### src/rtl/commit_pkg.sv
// Shared types and dispatch-record layout for the reorder-buffer back end.
// Record layout, LSB first: isCsr, isSu, isBranch, rn[RB], rd[5], pc[64].
package commit_pkg;

    localparam int RB              = 2;
    localparam int RP              = 2 ** RB;
    localparam int REORDER_INFO_DW = 64 + 5 + RB + 3;

    localparam int ISCSR_BIT    = 0;
    localparam int ISSU_BIT     = 1;
    localparam int ISBRANCH_BIT = 2;
    localparam int RN_LSB       = 3;
    localparam int RD_LSB       = RN_LSB + RB;
    localparam int PC_LSB       = RD_LSB + 5;

    typedef enum logic {
        S_RUN   = 1'b0,
        S_FLUSH = 1'b1
    } commit_state_e;

endpackage

### src/rtl/commit_if.sv
// Dispatch-to-commit reorder-FIFO handshake: record, push strobe and full back-pressure.
// Dispatch is the master; it must not push while full is high.
interface commit_if #(
    parameter int INFO_DW = commit_pkg::REORDER_INFO_DW
);
    logic [INFO_DW-1:0] dispat_info;
    logic               reOrder_fifo_push;
    logic               reOrder_fifo_full;

    modport master (
        output dispat_info,
        output reOrder_fifo_push,
        input  reOrder_fifo_full
    );

    modport slave (
        input  dispat_info,
        input  reOrder_fifo_push,
        output reOrder_fifo_full
    );
endinterface

### src/rtl/commit_gen_fifo.sv
// Generic DEPTH x DW circular buffer; pushed data is visible at dout_o one cycle later.
// Back-pressure: push is dropped while full (even when popping); flush_i empties it and wins over push/pop.
module gen_fifo #(
    parameter int DEPTH = 4,
    parameter int DW    = 8
) (
    input  logic          clk,
    input  logic          rst_n,
    input  logic          push_i,
    input  logic [DW-1:0] din_i,
    input  logic          pop_i,
    input  logic          flush_i,
    output logic [DW-1:0] dout_o,
    output logic          full_o,
    output logic          empty_o
);
    localparam int AW = $clog2(DEPTH);

    logic [AW:0]   wptr_q, wptr_d;
    logic [AW:0]   rptr_q, rptr_d;
    logic [DW-1:0] mem_q [DEPTH];
    logic          do_push;
    logic          do_pop;

    // Extra MSB is the wrap bit: equal indices mean full when the wrap bits differ.
    assign full_o  = (wptr_q[AW-1:0] == rptr_q[AW-1:0]) && (wptr_q[AW] != rptr_q[AW]);
    assign empty_o = (wptr_q == rptr_q);
    assign dout_o  = mem_q[rptr_q[AW-1:0]];

    assign do_push = push_i && !full_o && !flush_i;
    assign do_pop  = pop_i && !empty_o && !flush_i;

    always_comb begin
        wptr_d = wptr_q;
        rptr_d = rptr_q;
        if (flush_i) begin
            wptr_d = '0;
            rptr_d = '0;
        end else begin
            if (do_push) wptr_d = wptr_q + 1'b1;
            if (do_pop)  rptr_d = rptr_q + 1'b1;
        end
    end

    always_ff @(posedge clk or negedge rst_n) begin
        if (!rst_n) begin
            wptr_q <= '0;
            rptr_q <= '0;
        end else begin
            wptr_q <= wptr_d;
            rptr_q <= rptr_d;
        end
    end

    always_ff @(posedge clk) begin
        if (do_push) mem_q[wptr_q[AW-1:0]] <= din_i;
    end

endmodule

### src/rtl/commit.sv
// In-order retire of the reorder FIFO head: rename-map update, phys-reg free, store release, mispredict flush.
// Retire outputs are combinational from head/inputs; flush is a registered one-cycle pulse; full back-pressures dispatch.
module commit
    import commit_pkg::*;
#(
    parameter int DEPTH   = 4,
    parameter int RB      = commit_pkg::RB,
    parameter int INFO_DW = 64 + 5 + RB + 3
) (
    input  logic                  CLK,
    input  logic                  RSTn,
    commit_if.slave               disp,
    input  logic [32*(2**RB)-1:0] wbLog_qout,
    input  logic                  bru_res_valid,
    input  logic                  bru_mispredict,
    output logic [RB*32-1:0]      archi_X_qout,
    output logic [32*(2**RB)-1:0] rnBufU_commit_rst,
    output logic                  commit_su,
    output logic                  commit_valid,
    output logic [63:0]           commit_pc,
    output logic                  flush
);
    localparam int RD_LO = RN_LSB + RB;
    localparam int PC_LO = RD_LO + 5;

    commit_state_e      state_q, state_d;
    logic [RB*32-1:0]   archi_q, archi_d;

    logic [INFO_DW-1:0] head;
    logic               fifo_empty;
    logic               fifo_full;
    logic               fifo_push;
    logic               fifo_flush;

    logic [63:0]        head_pc;
    logic [4:0]         head_rd;
    logic [RB-1:0]      head_rn;
    logic [RB-1:0]      head_old_rn;
    logic               head_br;
    logic               head_su;
    logic               head_csr_unused;
    logic               head_ready;
    logic               retire;
    logic               mispredict_retire;

    assign head_pc         = head[PC_LO +: 64];
    assign head_rd         = head[RD_LO +: 5];
    assign head_rn         = head[RN_LSB +: RB];
    assign head_br         = head[ISBRANCH_BIT];
    assign head_su         = head[ISSU_BIT];
    // CSR ops retire on writeback exactly like ALU ops, so the flag is not decoded here.
    assign head_csr_unused = head[ISCSR_BIT];
    assign head_old_rn     = archi_q[int'(head_rd) * RB +: RB];

    // Younger entries are squashed on the mispredict retire edge, so the FLUSH cycle already sees an empty FIFO.
    assign fifo_push  = disp.reOrder_fifo_push && (state_q == S_RUN);
    assign fifo_flush = mispredict_retire || (state_q == S_FLUSH);

    gen_fifo #(
        .DEPTH (DEPTH),
        .DW    (INFO_DW)
    ) u_fifo (
        .clk     (CLK),
        .rst_n   (RSTn),
        .push_i  (fifo_push),
        .din_i   (disp.dispat_info),
        .pop_i   (retire),
        .flush_i (fifo_flush),
        .dout_o  (head),
        .full_o  (fifo_full),
        .empty_o (fifo_empty)
    );

    always_comb begin
        head_ready = 1'b0;
        if (head_br) begin
            head_ready = bru_res_valid;
        end else if (head_su) begin
            head_ready = 1'b1;
        end else begin
            head_ready = (head_rd == 5'd0) || wbLog_qout[{head_rd, head_rn}];
        end
    end

    assign retire            = !fifo_empty && (state_q == S_RUN) && head_ready;
    assign mispredict_retire = retire && head_br && bru_mispredict;

    always_comb begin
        rnBufU_commit_rst = '0;
        archi_d           = archi_q;
        // The superseded copy is the one the architectural map points at before this retire.
        if (retire && (head_rd != 5'd0)) begin
            rnBufU_commit_rst[{head_rd, head_old_rn}] = 1'b1;
            archi_d[int'(head_rd) * RB +: RB]         = head_rn;
        end
    end

    always_comb begin
        state_d = state_q;
        case (state_q)
            S_RUN:   if (mispredict_retire) state_d = S_FLUSH;
            S_FLUSH: state_d = S_RUN;
            default: state_d = S_RUN;
        endcase
    end

    always_ff @(posedge CLK or negedge RSTn) begin
        if (!RSTn) begin
            state_q <= S_RUN;
            archi_q <= '0;
        end else begin
            state_q <= state_d;
            archi_q <= archi_d;
        end
    end

    assign disp.reOrder_fifo_full = fifo_full;
    assign archi_X_qout           = archi_q;
    assign commit_valid           = retire;
    assign commit_pc              = head_pc;
    assign commit_su              = retire && head_su;
    assign flush                  = (state_q == S_FLUSH);

endmodule

### src/flat_wrapper.sv
// flat-port wrapper written by rule: the top's interface ports become plain ports
module commit_flat import commit_pkg::*;
#(
    parameter int DEPTH   = 4,
    parameter int RB      = commit_pkg::RB,
    parameter int INFO_DW = 64 + 5 + RB + 3
)
  (CLK, RSTn, wbLog_qout, bru_res_valid, bru_mispredict, archi_X_qout, rnBufU_commit_rst, commit_su, commit_valid, commit_pc, flush, disp_dispat_info, disp_reOrder_fifo_push, disp_reOrder_fifo_full);
  commit_if #(.INFO_DW(INFO_DW)) disp_i ();
  input  logic CLK;
  input  logic RSTn;
  input  logic [32*(2**RB)-1:0] wbLog_qout;
  input  logic bru_res_valid;
  input  logic bru_mispredict;
  output logic [RB*32-1:0] archi_X_qout;
  output logic [32*(2**RB)-1:0] rnBufU_commit_rst;
  output logic commit_su;
  output logic commit_valid;
  output logic [63:0] commit_pc;
  output logic flush;
  input wire logic [$bits(disp_i.dispat_info)-1:0] disp_dispat_info;
  input wire logic [$bits(disp_i.reOrder_fifo_push)-1:0] disp_reOrder_fifo_push;
  output wire logic [$bits(disp_i.reOrder_fifo_full)-1:0] disp_reOrder_fifo_full;
  assign disp_i.dispat_info = disp_dispat_info;
  assign disp_i.reOrder_fifo_push = disp_reOrder_fifo_push;
  assign disp_reOrder_fifo_full = disp_i.reOrder_fifo_full;
  commit #(.DEPTH(DEPTH), .RB(RB), .INFO_DW(INFO_DW)) u_core (.CLK(CLK), .RSTn(RSTn), .disp(disp_i), .wbLog_qout(wbLog_qout), .bru_res_valid(bru_res_valid), .bru_mispredict(bru_mispredict), .archi_X_qout(archi_X_qout), .rnBufU_commit_rst(rnBufU_commit_rst), .commit_su(commit_su), .commit_valid(commit_valid), .commit_pc(commit_pc), .flush(flush));
endmodule
### config.mk
export PLATFORM = sky130hd
export DESIGN_NAME = commit_flat
export DESIGN_NICKNAME = d
export VERILOG_FILES = /design/src/rtl/commit_pkg.sv /design/src/rtl/commit_if.sv /design/src/rtl/commit_gen_fifo.sv /design/src/rtl/commit.sv /design/src/flat_wrapper.sv
export SDC_FILE = /design/constraint.sdc
export NUM_CORES = 1
export LEC_CHECK = 0
export ABC_CLOCK_PERIOD_IN_PS = 12850
export CORE_ASPECT_RATIO = 0.7
export CORE_MARGIN = 5
export CORE_UTILIZATION = 28
export DETAILED_ROUTE_END_ITERATION = 7
export GPL_ROUTABILITY_DRIVEN = 0
export PLACE_DENSITY_LB_ADDON = 0.05
export SETUP_SLACK_MARGIN = 0.2
export SKIP_LAST_GASP = 1
export SLEW_MARGIN = 30
export SYNTH_ARGS = -nofsm -noshare
export SYNTH_HDL_FRONTEND = slang
export SYNTH_HIERARCHICAL = 1
export SYNTH_SLANG_ARGS = --single-unit
### constraint.sdc
create_clock -name CLK -period 12.85 [get_ports CLK]
set_input_delay 1.9275 -clock CLK [delete_from_list [all_inputs] [get_ports CLK]]
set_output_delay 1.9275 -clock CLK [all_outputs]
set_load 0.1 [all_outputs]
======== Yosys cells after proc, flatten, opt, wreduce, memory -nomap -nowiden ========
Memories as Yosys holds them, arrays and structs flattened.
Cells that the tools add are included.
storage, ports and cells
  output and inout port bits .............. 260
  logic and storage cells ................. 56
  bits of input ports ..................... 207
  register bits ........................... 71
  RAM bits ................................ 296
  memories ................................ 1
memory list
  memory               words  width  rd ports  clocked after Yosys merged registers in  wr ports  line                   RTL
  u_core.u_fifo.mem_q  4      74     1         0                                        1         commit_gen_fifo.sv:21  logic [DW-1:0] mem_q [DEPTH];
operators by class
  bitwise logic cells ..................... 1
  add/subtract/negate cells ............... 3
  eq/ne operators ......................... 3
  reductions and logical operators ........ 22
  shift-type cells ........................ 3
  $lt $le $gt $ge ......................... 3
  mux-type cells .......................... 16
operators with widths
  operator                                                    count
  2-to-1 mux 128 bit                                          1
  bitwise mux 64 bit                                          1
  variable shift 2 x 33 -> 64 bit, first input constant       1
  variable part select 2 x 33 -> 64 bit                       1
  variable part select 64 x 7 -> 2 bit                        1
  negator 6 -> 33 bit                                         1
  less-than comparator 7 x 8 -> 1 bit, second input constant  2
  logical AND 1 bit                                           13
  2-to-1 mux 3 bit                                            4
  binary-select mux 1 bit (select 7 bit)                      1
  demux 1 bit (select 7 bit)                                  1
  >= comparator 7 x 1 -> 1 bit, second input constant         1
  2-to-1 mux 1 bit                                            7
  adder 3 x 1 -> 3 bit, second input constant                 2
  zero test 5 bit                                             1
  nonzero test 5 bit                                          1
  nonzero test 2 bit                                          2
  == test 3 bit                                               1
  zero test 1 bit                                             3
  == test 2 bit                                               1
  logical OR 1 bit                                            2
  case mux 1 bit (2 select lines)                             1
  inequality test 1 bit                                       1
  NOT 1 bit                                                   1

======== Logic depth before layout (Yosys ltp) ========
Gate-level depths: netlist of the first run.
An unclocked memory read counts as a cell.
  word-level depth ........................ 14
  mapped depth ............................ 19
  depth with buffers taken out ............ 14

======== Hierarchy ========
Netlist of the first run, hierarchy kept.
modules (own cells, without submodules)
  module    instances  area each (um2)  cells each  seq. area each (um2)
  gen_fifo  1          11202.0          450         9038.7
  commit    1          5534.1           598         1626.6

======== Least setup slack after synthesis of the first run ========
No wires, ideal clock.
  path type ............................... input to output
  start point ............................. in wbLog_qout[33]
  end point ............................... out rnBufU_commit_rst[12]
  slack ................................... 6.141 ns
  path buffers ............................ 2
  cell stages on the path ................. 9
  data arrival time ....................... 4.782 ns
  data required time ...................... 10.922 ns
  cells stage by stage .................... mux4_1 > a221o_1 > a21oi_1 > or4_1 > o2111ai_2 > buf_6 > nand3_1 > buf_4 > nor2_1
between the ends
  longest elaborated chain between the ends .. 8
ends and longest elaborated chain
  element                                 line                RTL
  from (decl)                             flat_wrapper.sv:12  input logic [32*(2**RB)-1:0] wbLog_qout;
  binary-select mux 1 bit (select 7 bit)  commit.sv:81        head_ready = (head_rd == 5'd0) || wbLog_qout[{head_rd, head_rn}];
  2-to-1 mux 1 bit (implied by the code)  commit.sv:81
  logical OR 1 bit                        commit.sv:81
  2-to-1 mux 1 bit                        commit.sv:78        end else if (head_su) begin
  2-to-1 mux 1 bit                        commit.sv:76        if (head_br) begin
  logical AND 1 bit                       commit.sv:85        assign retire = !fifo_empty && (state_q == S_RUN) && head_ready;
  logical AND 1 bit                       commit.sv:92        if (retire && (head_rd != 5'd0)) begin
  2-to-1 mux 128 bit                      commit.sv:92
  to (decl)                               flat_wrapper.sv:16  output logic [32*(2**RB)-1:0] rnBufU_commit_rst;
No other way between the ends. The select of a mux whose other input is x is not followed.

======== Worst setup path in the final report of the first run ========
  start point ............................. reg u_core.u_fifo.rptr_q[0]
  end point ............................... out rnBufU_commit_rst[38]
between the ends
  longest elaborated chain between the ends .. 9
  elaborated cells on any way between the ends .. 20
  classes of those cells .................. order compare (2); eq/ne (1); shift (1); mux (7); reduce/logical (8); memory (1)
ends and longest elaborated chain
  element                                                                      line                   RTL
  from (decl)                                                                  commit_gen_fifo.sv:20  logic [AW:0] rptr_q, rptr_d;
  from (signal assigned)                                                       commit_gen_fifo.sv:51  rptr_q <= rptr_d;
  memory (4 x 74 bit) (*)                                                      --
  named net u_core.head[5]                                                     commit.sv:29           logic [INFO_DW-1:0] head;
  branches (longest 7 deep; another with less-than comparator 7 x 8 -> 1 bit)  --
  2-to-1 mux 128 bit (*)                                                       commit.sv:92
Mark *: on every way through the listed nets, which the timed path passes. The select of a mux whose other input is x is not followed.

==> run summary, run 1 <==
DRT
----------------------------------------------------------------------------------------
Via total after detailed routing                                                   11052
Final wirelength                                                                57400 µm
Number of nets with antenna violations after routing                                   0
Routed wire per std cell                                                         24.7 µm
Via density                                                                         4.74
Number of remaining DRC errors                                                         0
DRT Pass-1 Iters                                                                       5
Violation count after the first detailed-route iteration                             806

TIMING
----------------------------------------------------------------------------------------
Total negative slack                                                                0 ps
Headroom to the max-slew limit                                                     31.3%
Crit share post-route                                                              70.6%
Fmax                                                                           0.110 GHz
Setup clock skew after layout                                                    27.1 ps
Number of failing hold endpoints at the final stage                                    0
Unrepaired setup endpoints after global routing                                    false
Final Slew Violations                                                                  0
Transition time at the pin with the least slew margin                            1030 ps
Setup-failing EPs final                                                                0
Final Worst Setup Slack                                                          3770 ps
Final critical-path required period                                              9080 ps

DIE
----------------------------------------------------------------------------------------
Top-level port count                                                                 467
Die Wd                                                                            301 µm
Total die area                                                                 64300 µm²
Effective utilization at floorplan                                                 28.4%
Std cell rows                                                                         74
Chip Height                                                                       214 µm
Area of the core region                                                        58500 µm²

PLACEMENT
----------------------------------------------------------------------------------------
Count of buffers from port buffering                                                 465
Post-Place Worst Slack                                                           4360 ps
Total half-perimeter wirelength after legalization and detailed placement       41700 µm

FINAL LAYOUT
----------------------------------------------------------------------------------------
Share of post-route cells with drive strength above 1                              18.5%
Most frequent standard cell in the layout excluding fill and tap cells      sky130_fd_sc_hd__clkdlybuf4s50_1
Layout fillers                                                                      5521
Area taken by flip-flops and latches                                           10600 µm²
Most frequent cells in the layout                                           429 x sky130_fd_sc_hd__clkdlybuf4s50_1, 292 x sky130_fd_sc_hd__edfxtp_1, 155 x sky130_fd_sc_hd__nor2_1, 94 x sky130_fd_sc_hd__mux4_2, 69 x sky130_fd_sc_hd__dfrtp_1
Area growth from synthesis to layout                                               38.4%
Final net count                                                                     1716
Area of the multi-input gates                                                   5640 µm²

CTS
----------------------------------------------------------------------------------------
# Post-CTS Setup Buffers                                                               0
Hold buffer count at cts                                                               0
Insertion delay of the later-clocked pin in the worst-skew pair                   560 ps
Clock Tree Buf Depth                                                                   3
Clock root buffer                                                           sky130_fd_sc_hd__clkbuf_16
Clock tree from TritonCTS                                                          built
Count of cells resized by post-cts repair                                              0
Clock slew at reported path FFs                                                    60 ps
Number of buffers created by CTS                                                      38
Sinks on Clock Net                                                                   363
H-tree depth                                                                           2

GLOBAL ROUTING
----------------------------------------------------------------------------------------
All-Layer GR Usage                                                                 17.1%
Via count of the first global-routing pass                                         11249
Aggregate global routing overflow                                                      0
First-pass GRT wire length                                                      81200 µm
Pin count of the biggest net entering global routing                                  72
Antenna violations before repair                                                       6

YOSYS
----------------------------------------------------------------------------------------
Yosys warning total                                                                    6
Mapped Cells                                                                        1043
Number of nets in the synthesized netlist                                           1257
Post-synth design cell area                                                    16600 µm²
Avg Inst Size Synth                                                             15.9 µm²

HOLD PATH
----------------------------------------------------------------------------------------
Hold wc startpoint                                                          u_core/archi_X_qout[0]
Type of the most critical hold path                                           reg -> reg
Worst hold path depth                                                                  0
Endpoint with the worst hold slack                                          u_core/archi_X_qout[0]

CRITICAL PATH
----------------------------------------------------------------------------------------
Start of the worst register-to-register path                                u_core/u_fifo/rptr_q[0]
Critical Path Start Type                                                            flop
Startpoint-to-endpoint class of the critical path                             reg -> out
R2R cell count                                                                        16
Kind of capture point of the worst setup path                                output port
Maximum net fanout on the critical path                                               43
Required time reported for the critical path endpoint                           10920 ps
Worst Path Arrival                                                               7150 ps
Setup slack of the worst register-to-register path                               6990 ps
Reg2reg end                                                                 u_core/u_fifo/rptr_q[1]

FLOW RUN
----------------------------------------------------------------------------------------
Max-Cap Viols                                                                          0

STATUS
----------------------------------------------------------------------------------------
Run status                                                                  finished, final reports clean

## per-layer routing
| metal | vias to the layer above | global-route usage, % | share of wire [%] |
|---|---|---|---|
| met1 | 5656 | 25.3 | 47 |
| met4 | 10 | 3.98 | 1.8 |
| met2 | 347 | 25.3 | 45 |
| met3 | 69 | 4.32 | 6.8 |
| li1 | 4970 | - | - |
| met5 | - | 0 | 0.10 |
## sequential cells by signal, indices dropped and copies added (netlist names)
register              flops
u_core/flush              1
u_core/u_fifo/rptr_q      3
u_core/archi_X_qout      64
u_core/u_fifo/wptr_q      3
u_core/u_fifo/mem_q     292
## stage by stage
stage,cells,hold slack [ps],util [%],cell area [µm²]
after floorplan,1043,578,-,16600
after global placement,2260,403,37.6,22000
after detailed placement,2260,397,37.4,21900
after CTS,2326,414,39.3,23000
after global routing,2327,430,39.2,23000
final,2330,413,39.3,23000
## worst max-delay path: stages (launching register included)
cell and delay [ps]:
sky130_fd_sc_hd__dfrtp_4 990, sky130_fd_sc_hd__mux4_2 370, sky130_fd_sc_hd__buf_4 550, sky130_fd_sc_hd__inv_1 380
sky130_fd_sc_hd__ha_1 440, sky130_fd_sc_hd__and2_1 200, sky130_fd_sc_hd__ha_1 250, sky130_fd_sc_hd__nor3_1 520
sky130_fd_sc_hd__o41ai_1 240, sky130_fd_sc_hd__a31oi_1 180, sky130_fd_sc_hd__and4b_1 320, sky130_fd_sc_hd__o2111ai_2 160
sky130_fd_sc_hd__buf_4 260, sky130_fd_sc_hd__nand3_1 100, sky130_fd_sc_hd__buf_4 370, sky130_fd_sc_hd__nor2_1 110
sky130_fd_sc_hd__clkdlybuf4s50_1 1000
## area by class of cell
| cell class | instances | area share, % |
|---|---|---|
| Antenna cell | 4 | 0.0436 |
| Inverter | 10 | 0.163 |
| Clock inverter | 15 | 0.387 |
| Timing Repair Buffer | 484 | 20.1 |
| Tap cell | 798 | 4.35 |
| Sequential cell | 363 | 45.9 |
| Multi-Input combinational cell | 605 | 24.5 |
| Clock buffer | 51 | 4.44 |
## how the worst max path moves through the flow
stage	start	endpoint	slack [ps]	cells past startpoint
2_1_floorplan	wbLog_qout[33]	rnBufU_commit_rst[12]	6140	9
3_3_place_gp	u_core/u_fifo/rptr_q[0]	rnBufU_commit_rst[34]	4430	16
3_5_place_dp	u_core/u_fifo/rptr_q[0]	rnBufU_commit_rst[121]	4360	16
4_1_cts	u_core/u_fifo/rptr_q[0]	rnBufU_commit_rst[121]	3770	16
5_1_grt	u_core/u_fifo/rptr_q[0]	rnBufU_commit_rst[122]	3370	16
6_report	u_core/u_fifo/rptr_q[0]	rnBufU_commit_rst[38]	3770	16
Power of run 1 is not shown: default switching activity piles up to over one toggle a cycle in this logic, so the estimate is an artifact.
==> inputs of run 2 (changes only) <==
ABC_CLOCK_PERIOD_IN_PS = 7680   (was 12850)
clock period = 7.68 ns   (was 12.85 ns; I/O delays follow)
==> run 2 against run 1 <==
  * Die area did not move
  * Core utilization rose by 2.7 points
  * Critical path depth did not move
  * Routed wire length rose by 4.3%
  * Flip-flop and latch count did not move
  * Via count rose by 0.41%
  * Cell count rose by 0.43%
  * Critical path type unchanged
==> run summary, run 2 (synthesis results as in run 1) <==
CRITICAL PATH
----------------------------------------------------------------------------------------
Kind of capture point of the worst setup path                                output port
Startpoint-to-endpoint class of the critical path                             reg -> out
Slowest stage delay, CP                                                           810 ps
Cell Chain, Critical Path                                                   mux4_2 -> buf_4 -> inv_1 -> ha_1 -> and2_1 -> ha_1 -> nor3_1 -> o41ai_1 -> a31oi_1 -> and4b_1 -> o2111ai_2 -> buf_4 -> nand3_1 -> buf_4 -> nor2_1 -> buf_12
Cell type with the highest occurrence count on the critical path            sky130_fd_sc_hd__buf_4
Required time reported for the critical path endpoint                            6530 ps
Worst Path Arrival                                                               5870 ps
Critical Path Start Type                                                            flop
Worst-path cell with the longest stage delay                                sky130_fd_sc_hd__dfrtp_4
Maximum net fanout on the critical path                                               37

TIMING
----------------------------------------------------------------------------------------
Final Slew Violations                                                                  0
Unrepaired setup endpoints after global routing                                    false
Hold slack final                                                                  416 ps
Setup clock skew after layout                                                    36.6 ps
Total negative slack                                                                0 ps
Headroom to the max-slew limit                                                     29.8%
Setup-failing EPs final                                                                0
Number of failing hold endpoints at the final stage                                    0
Final critical-path required period                                              7020 ps
Fmax                                                                           0.142 GHz
Transition time at the pin with the least slew margin                            1050 ps
Crit share post-route                                                              91.4%

PLACEMENT
----------------------------------------------------------------------------------------
Total half-perimeter wirelength after legalization and detailed placement       45300 µm
Count of buffers from port buffering                                                 465
Placed standard-cell area                                                      23300 µm²
Inst Count DP                                                                       2271

FINAL LAYOUT
----------------------------------------------------------------------------------------
Share of post-route cells with drive strength above 1                              27.8%
Post-route non-filler standard cell count                                           2340
Diodes inserted                                                                        0
Number of flip-flops under the largest register name                                 292
Most frequent cells in the layout                                           302 x sky130_fd_sc_hd__clkdlybuf4s50_1, 292 x sky130_fd_sc_hd__edfxtp_1, 156 x sky130_fd_sc_hd__nor2_1, 134 x sky130_fd_sc_hd__buf_12, 94 x sky130_fd_sc_hd__mux4_2
Final Cell Area                                                                24600 µm²
Final net count                                                                     1728
Area taken by flip-flops and latches                                           10600 µm²
Layout fillers                                                                      5375
Area growth from synthesis to layout                                               48.0%
Area of the multi-input gates                                                   5640 µm²
Most frequent standard cell in the layout excluding fill and tap cells      sky130_fd_sc_hd__clkdlybuf4s50_1

CTS
----------------------------------------------------------------------------------------
Clock tree from TritonCTS                                                          built
Number of buffers created by CTS                                                      39
Insertion delay of the later-clocked pin in the worst-skew pair                   550 ps
H-tree depth                                                                           2
Clock root buffer                                                           sky130_fd_sc_hd__clkbuf_16
Clock Tree Buf Depth                                                                   3
# Post-CTS Setup Buffers                                                               0
Hold buffer count at cts                                                               0
Sinks on Clock Net                                                                   363
Clock slew at reported path FFs                                                    60 ps
Count of cells resized by post-cts repair                                              0

DRT
----------------------------------------------------------------------------------------
DRT Pass-1 Iters                                                                       5
Number of remaining DRC errors                                                         0
Number of nets with antenna violations after routing                                   0
Via density                                                                         4.74
Routed wire per std cell                                                         25.6 µm
Violation count after the first detailed-route iteration                             994
Final wirelength                                                                59900 µm
Via total after detailed routing                                                   11097

DIE
----------------------------------------------------------------------------------------
Effective utilization at floorplan                                                 28.4%
Area of the core region                                                        58500 µm²
Chip Height                                                                       214 µm
Die Wd                                                                            301 µm
Top-level port count                                                                 467
Total die area                                                                 64300 µm²
Std cell rows                                                                         74

GLOBAL ROUTING
----------------------------------------------------------------------------------------
Met2 demand-to-capacity share in global routing                                    28.7%
Via count of the first global-routing pass                                         11354
First-pass GRT wire length                                                      84300 µm
Global Route met3 Usage                                                            4.39%
All-Layer GR Usage                                                                 17.9%
Aggregate global routing overflow                                                      0
Met1 capacity usage during global routing                                          25.2%
Antenna violations before repair                                                       7
Pin count of the biggest net entering global routing                                  46
Most used routing layer in global routing                                           met2

HOLD PATH
----------------------------------------------------------------------------------------
Type of the most critical hold path                                           reg -> reg

FLOW RUN
----------------------------------------------------------------------------------------
Max-Cap Viols                                                                          0

STATUS
----------------------------------------------------------------------------------------
Run status                                                                  finished, final reports clean

-- run 2: changes by cell type in the layout (fill, tap and decap cells not counted), sizes merged, moves of 3 or more --
cell | previous run | this run
buf | 54 | 192
clkdlybuf4s50 | 429 | 302
diode | 4 | 0
clkbuf | 52 | 55
-- run 2: through the flow --
step | util, % | worst slack, ps
3_3_place_gp | 39.9 | 1320
4_1_cts | 42.0 | 667
6_report | 42.0 | 658
3_5_place_dp | 39.9 | 1290
5_1_grt | 42.0 | 356
2_1_floorplan | - | 1800
-- run 2: area by class of cell --
cell class	instances	share of cell area (%)
flip-flops and latches	363	43.0
repair buffers	495	24.9
multi-input cells	605	23.0
clock buffers	54	4.45
well taps	798	4.07
clock inverters	15	0.510
inverters	10	0.153
-- run 2: final timing paths --
| kind | from | end | slack (ps) | cells past startpoint |
|---|---|---|---|---|
| max | u_core/u_fifo/rptr_q[1] | rnBufU_commit_rst[26] | 660 | 16 |
| min | u_core/archi_X_qout[0] | u_core/archi_X_qout[0] | 420 | 0 |
| max reg2reg | u_core/u_fifo/rptr_q[1] | u_core/u_fifo/rptr_q[1] | 2350 | 16 |
| min reg2reg | u_core/archi_X_qout[0] | u_core/archi_X_qout[0] | 420 | 0 |
| max in group asynchronous | RSTn | u_core/archi_X_qout[38] | 6480 | 3 |
| min in group asynchronous | RSTn | u_core/archi_X_qout[48] | 620 | 2 |
-- run 2: worst max-delay path, delay by kind of cell (launching register included) --
family | cells | cell delay, ps
buffers and inverters | 5 | 1580
AO/OA/AOI/OAI | 3 | 580
adder cells (fa/ha/maj) | 2 | 630
flip-flops | 1 | 810
multiplexers | 1 | 310
AND/OR/NAND/NOR | 5 | 1330
-- run 2: per-layer routing --
metal,vias up,share of wire [%]
met3,55,6.0
met1,5695,45
met4,12,1.4
li1,5015,-
met5,-,0.14
met2,320,48
Power of run 2 is left out for the same reason.
==> inputs of run 3 (changes only) <==
CTS_BUF_LIST = sky130_fd_sc_hd__clkbuf_8   (was unset)
==> run 3 against run 2 <==
  * Final area fell by 0.79%
  * Worst setup slack got worse by 100 ps
  * Clock-buffer cell count is 5 higher
  * Worst hold slack better by 0.58 ps
  * Non-clock buffer count is the same
  * Largest cell class unchanged
==> run summary, run 3 (synthesis results as in run 1) <==
CTS
----------------------------------------------------------------------------------------
Hold buffer count at cts                                                               0
Clock slew at reported path FFs                                                    60 ps
Number of buffers created by CTS                                                      59
Clock Tree Buf Depth                                                                   3
Sinks on Clock Net                                                                   363
Clock tree from TritonCTS                                                          built
Clock root buffer                                                           sky130_fd_sc_hd__clkbuf_8
Insertion delay of the later-clocked pin in the worst-skew pair                   650 ps
H-tree depth                                                                           2
# Post-CTS Setup Buffers                                                               0
Count of cells resized by post-cts repair                                              0

GLOBAL ROUTING
----------------------------------------------------------------------------------------
All-Layer GR Usage                                                                 18.0%
First-pass GRT wire length                                                      84800 µm
Antenna violations before repair                                                       6
Pin count of the biggest net entering global routing                                  46
Via count of the first global-routing pass                                         11502
Aggregate global routing overflow                                                      0

FLOW RUN
----------------------------------------------------------------------------------------
Max-Cap Viols                                                                          0

DIE
----------------------------------------------------------------------------------------
Top-level port count                                                                 467
Total die area                                                                 64300 µm²
Effective utilization at floorplan                                                 28.4%
Die Wd                                                                            301 µm
Chip Height                                                                       214 µm
Area of the core region                                                        58500 µm²
Std cell rows                                                                         74

CRITICAL PATH
----------------------------------------------------------------------------------------
Worst Path Arrival                                                               5970 ps
Kind of capture point of the worst setup path                                output port
Start of the worst register-to-register path                                u_core/u_fifo/rptr_q[1]
Critical Path Start Type                                                            flop
Reg2reg end                                                                 u_core/u_fifo/rptr_q[1]
Maximum net fanout on the critical path                                               37
Startpoint-to-endpoint class of the critical path                             reg -> out
Required time reported for the critical path endpoint                            6530 ps
R2R cell count                                                                        16
Setup slack of the worst register-to-register path                               2340 ps

DRT
----------------------------------------------------------------------------------------
Final wirelength                                                                60400 µm
Violation count after the first detailed-route iteration                             809
Via total after detailed routing                                                   11196
Number of nets with antenna violations after routing                                   0
Number of remaining DRC errors                                                         0
Routed wire per std cell                                                         25.5 µm
Via density                                                                         4.73
DRT Pass-1 Iters                                                                       4

HOLD PATH
----------------------------------------------------------------------------------------
Endpoint with the worst hold slack                                          u_core/archi_X_qout[0]
Worst hold path depth                                                                  0
Type of the most critical hold path                                           reg -> reg
Hold wc startpoint                                                          u_core/archi_X_qout[0]

FINAL LAYOUT
----------------------------------------------------------------------------------------
Area taken by flip-flops and latches                                           10600 µm²
Most frequent cells in the layout                                           302 x sky130_fd_sc_hd__clkdlybuf4s50_1, 292 x sky130_fd_sc_hd__edfxtp_1, 156 x sky130_fd_sc_hd__nor2_1, 134 x sky130_fd_sc_hd__buf_12, 94 x sky130_fd_sc_hd__mux4_2
Final net count                                                                     1748
Diodes inserted                                                                        0
Area growth from synthesis to layout                                               46.8%
Most frequent standard cell in the layout excluding fill and tap cells      sky130_fd_sc_hd__clkdlybuf4s50_1
Share of post-route cells with drive strength above 1                              28.3%
Area of the multi-input gates                                                   5640 µm²
Number of flip-flops under the largest register name                                 292
Layout fillers                                                                      5426

TIMING
----------------------------------------------------------------------------------------
Hold slack final                                                                  416 ps
Crit share post-route                                                              92.8%
Number of failing hold endpoints at the final stage                                    0
Total negative slack                                                                0 ps
Setup-failing EPs final                                                                0
Transition time at the pin with the least slew margin                            1050 ps
Headroom to the max-slew limit                                                     29.9%
Unrepaired setup endpoints after global routing                                    false
Final critical-path required period                                              7130 ps
Final Slew Violations                                                                  0
Setup clock skew after layout                                                    65.7 ps
Fmax                                                                           0.140 GHz

STATUS
----------------------------------------------------------------------------------------
Run status                                                                  finished, final reports clean

PLACEMENT
----------------------------------------------------------------------------------------
Total half-perimeter wirelength after legalization and detailed placement       45300 µm
Count of buffers from port buffering                                                 465

run 3: area by class of cell:
class | instances | share of cell area, %
Sequential cell | 363 | 43.3
Timing Repair Buffer | 495 | 25.1
Multi-Input combinational cell | 605 | 23.1
Tap cell | 798 | 4.10
Clock buffer | 59 | 3.33
Clock inverter | 36 | 0.873
Inverter | 10 | 0.154
run 3: critical path, stage by stage, from the launching register on:
cell,delay [ps]
sky130_fd_sc_hd__dfrtp_4,810
sky130_fd_sc_hd__mux4_2,310
sky130_fd_sc_hd__buf_4,390
sky130_fd_sc_hd__inv_1,330
sky130_fd_sc_hd__ha_1,420
sky130_fd_sc_hd__and2_1,200
sky130_fd_sc_hd__ha_1,210
sky130_fd_sc_hd__nor3_1,510
sky130_fd_sc_hd__o41ai_1,240
sky130_fd_sc_hd__a31oi_1,190
sky130_fd_sc_hd__and4b_1,340
sky130_fd_sc_hd__o2111ai_2,150
sky130_fd_sc_hd__buf_4,270
sky130_fd_sc_hd__nand3_1,110
sky130_fd_sc_hd__buf_4,380
sky130_fd_sc_hd__nor2_1,160
sky130_fd_sc_hd__buf_12,200
run 3: metal layers:
layer	wire, µm	vias to the layer above	global-route usage, %	part of all wire [%]
li1	-	5039	-	-
met5	64	-	0	0.11
met1	26800	5745	25.4	44
met4	964	10	3.59	1.6
met3	3790	73	4.54	6.3
met2	28700	329	28.6	48
run 3: worst max-delay path by stage:
stage | cells after the start | slack, ps | to | start
after detailed placement | 16 | 1290 | rnBufU_commit_rst[31] | u_core/u_fifo/rptr_q[1]
after floorplan | 18 | 1800 | rnBufU_commit_rst[12] | u_core/u_fifo/rptr_q[0]
after CTS | 16 | 550 | rnBufU_commit_rst[31] | u_core/u_fifo/rptr_q[1]
after global placement | 16 | 1320 | rnBufU_commit_rst[43] | u_core/u_fifo/rptr_q[1]
final | 16 | 550 | rnBufU_commit_rst[41] | u_core/u_fifo/rptr_q[1]
after global routing | 16 | 220 | rnBufU_commit_rst[8] | u_core/u_fifo/rptr_q[1]
run 3: through the flow:
stage	util (%)	instance area, µm²	worst slack [ps]	cells
after global routing	41.6	24400	219	2366
after floorplan	-	16600	1800	1043
after CTS	41.6	24400	547	2366
final	41.6	24400	555	2366
after detailed placement	39.9	23300	1290	2271
after global placement	39.9	23300	1320	2264
Power of run 3 is left out for the same reason.
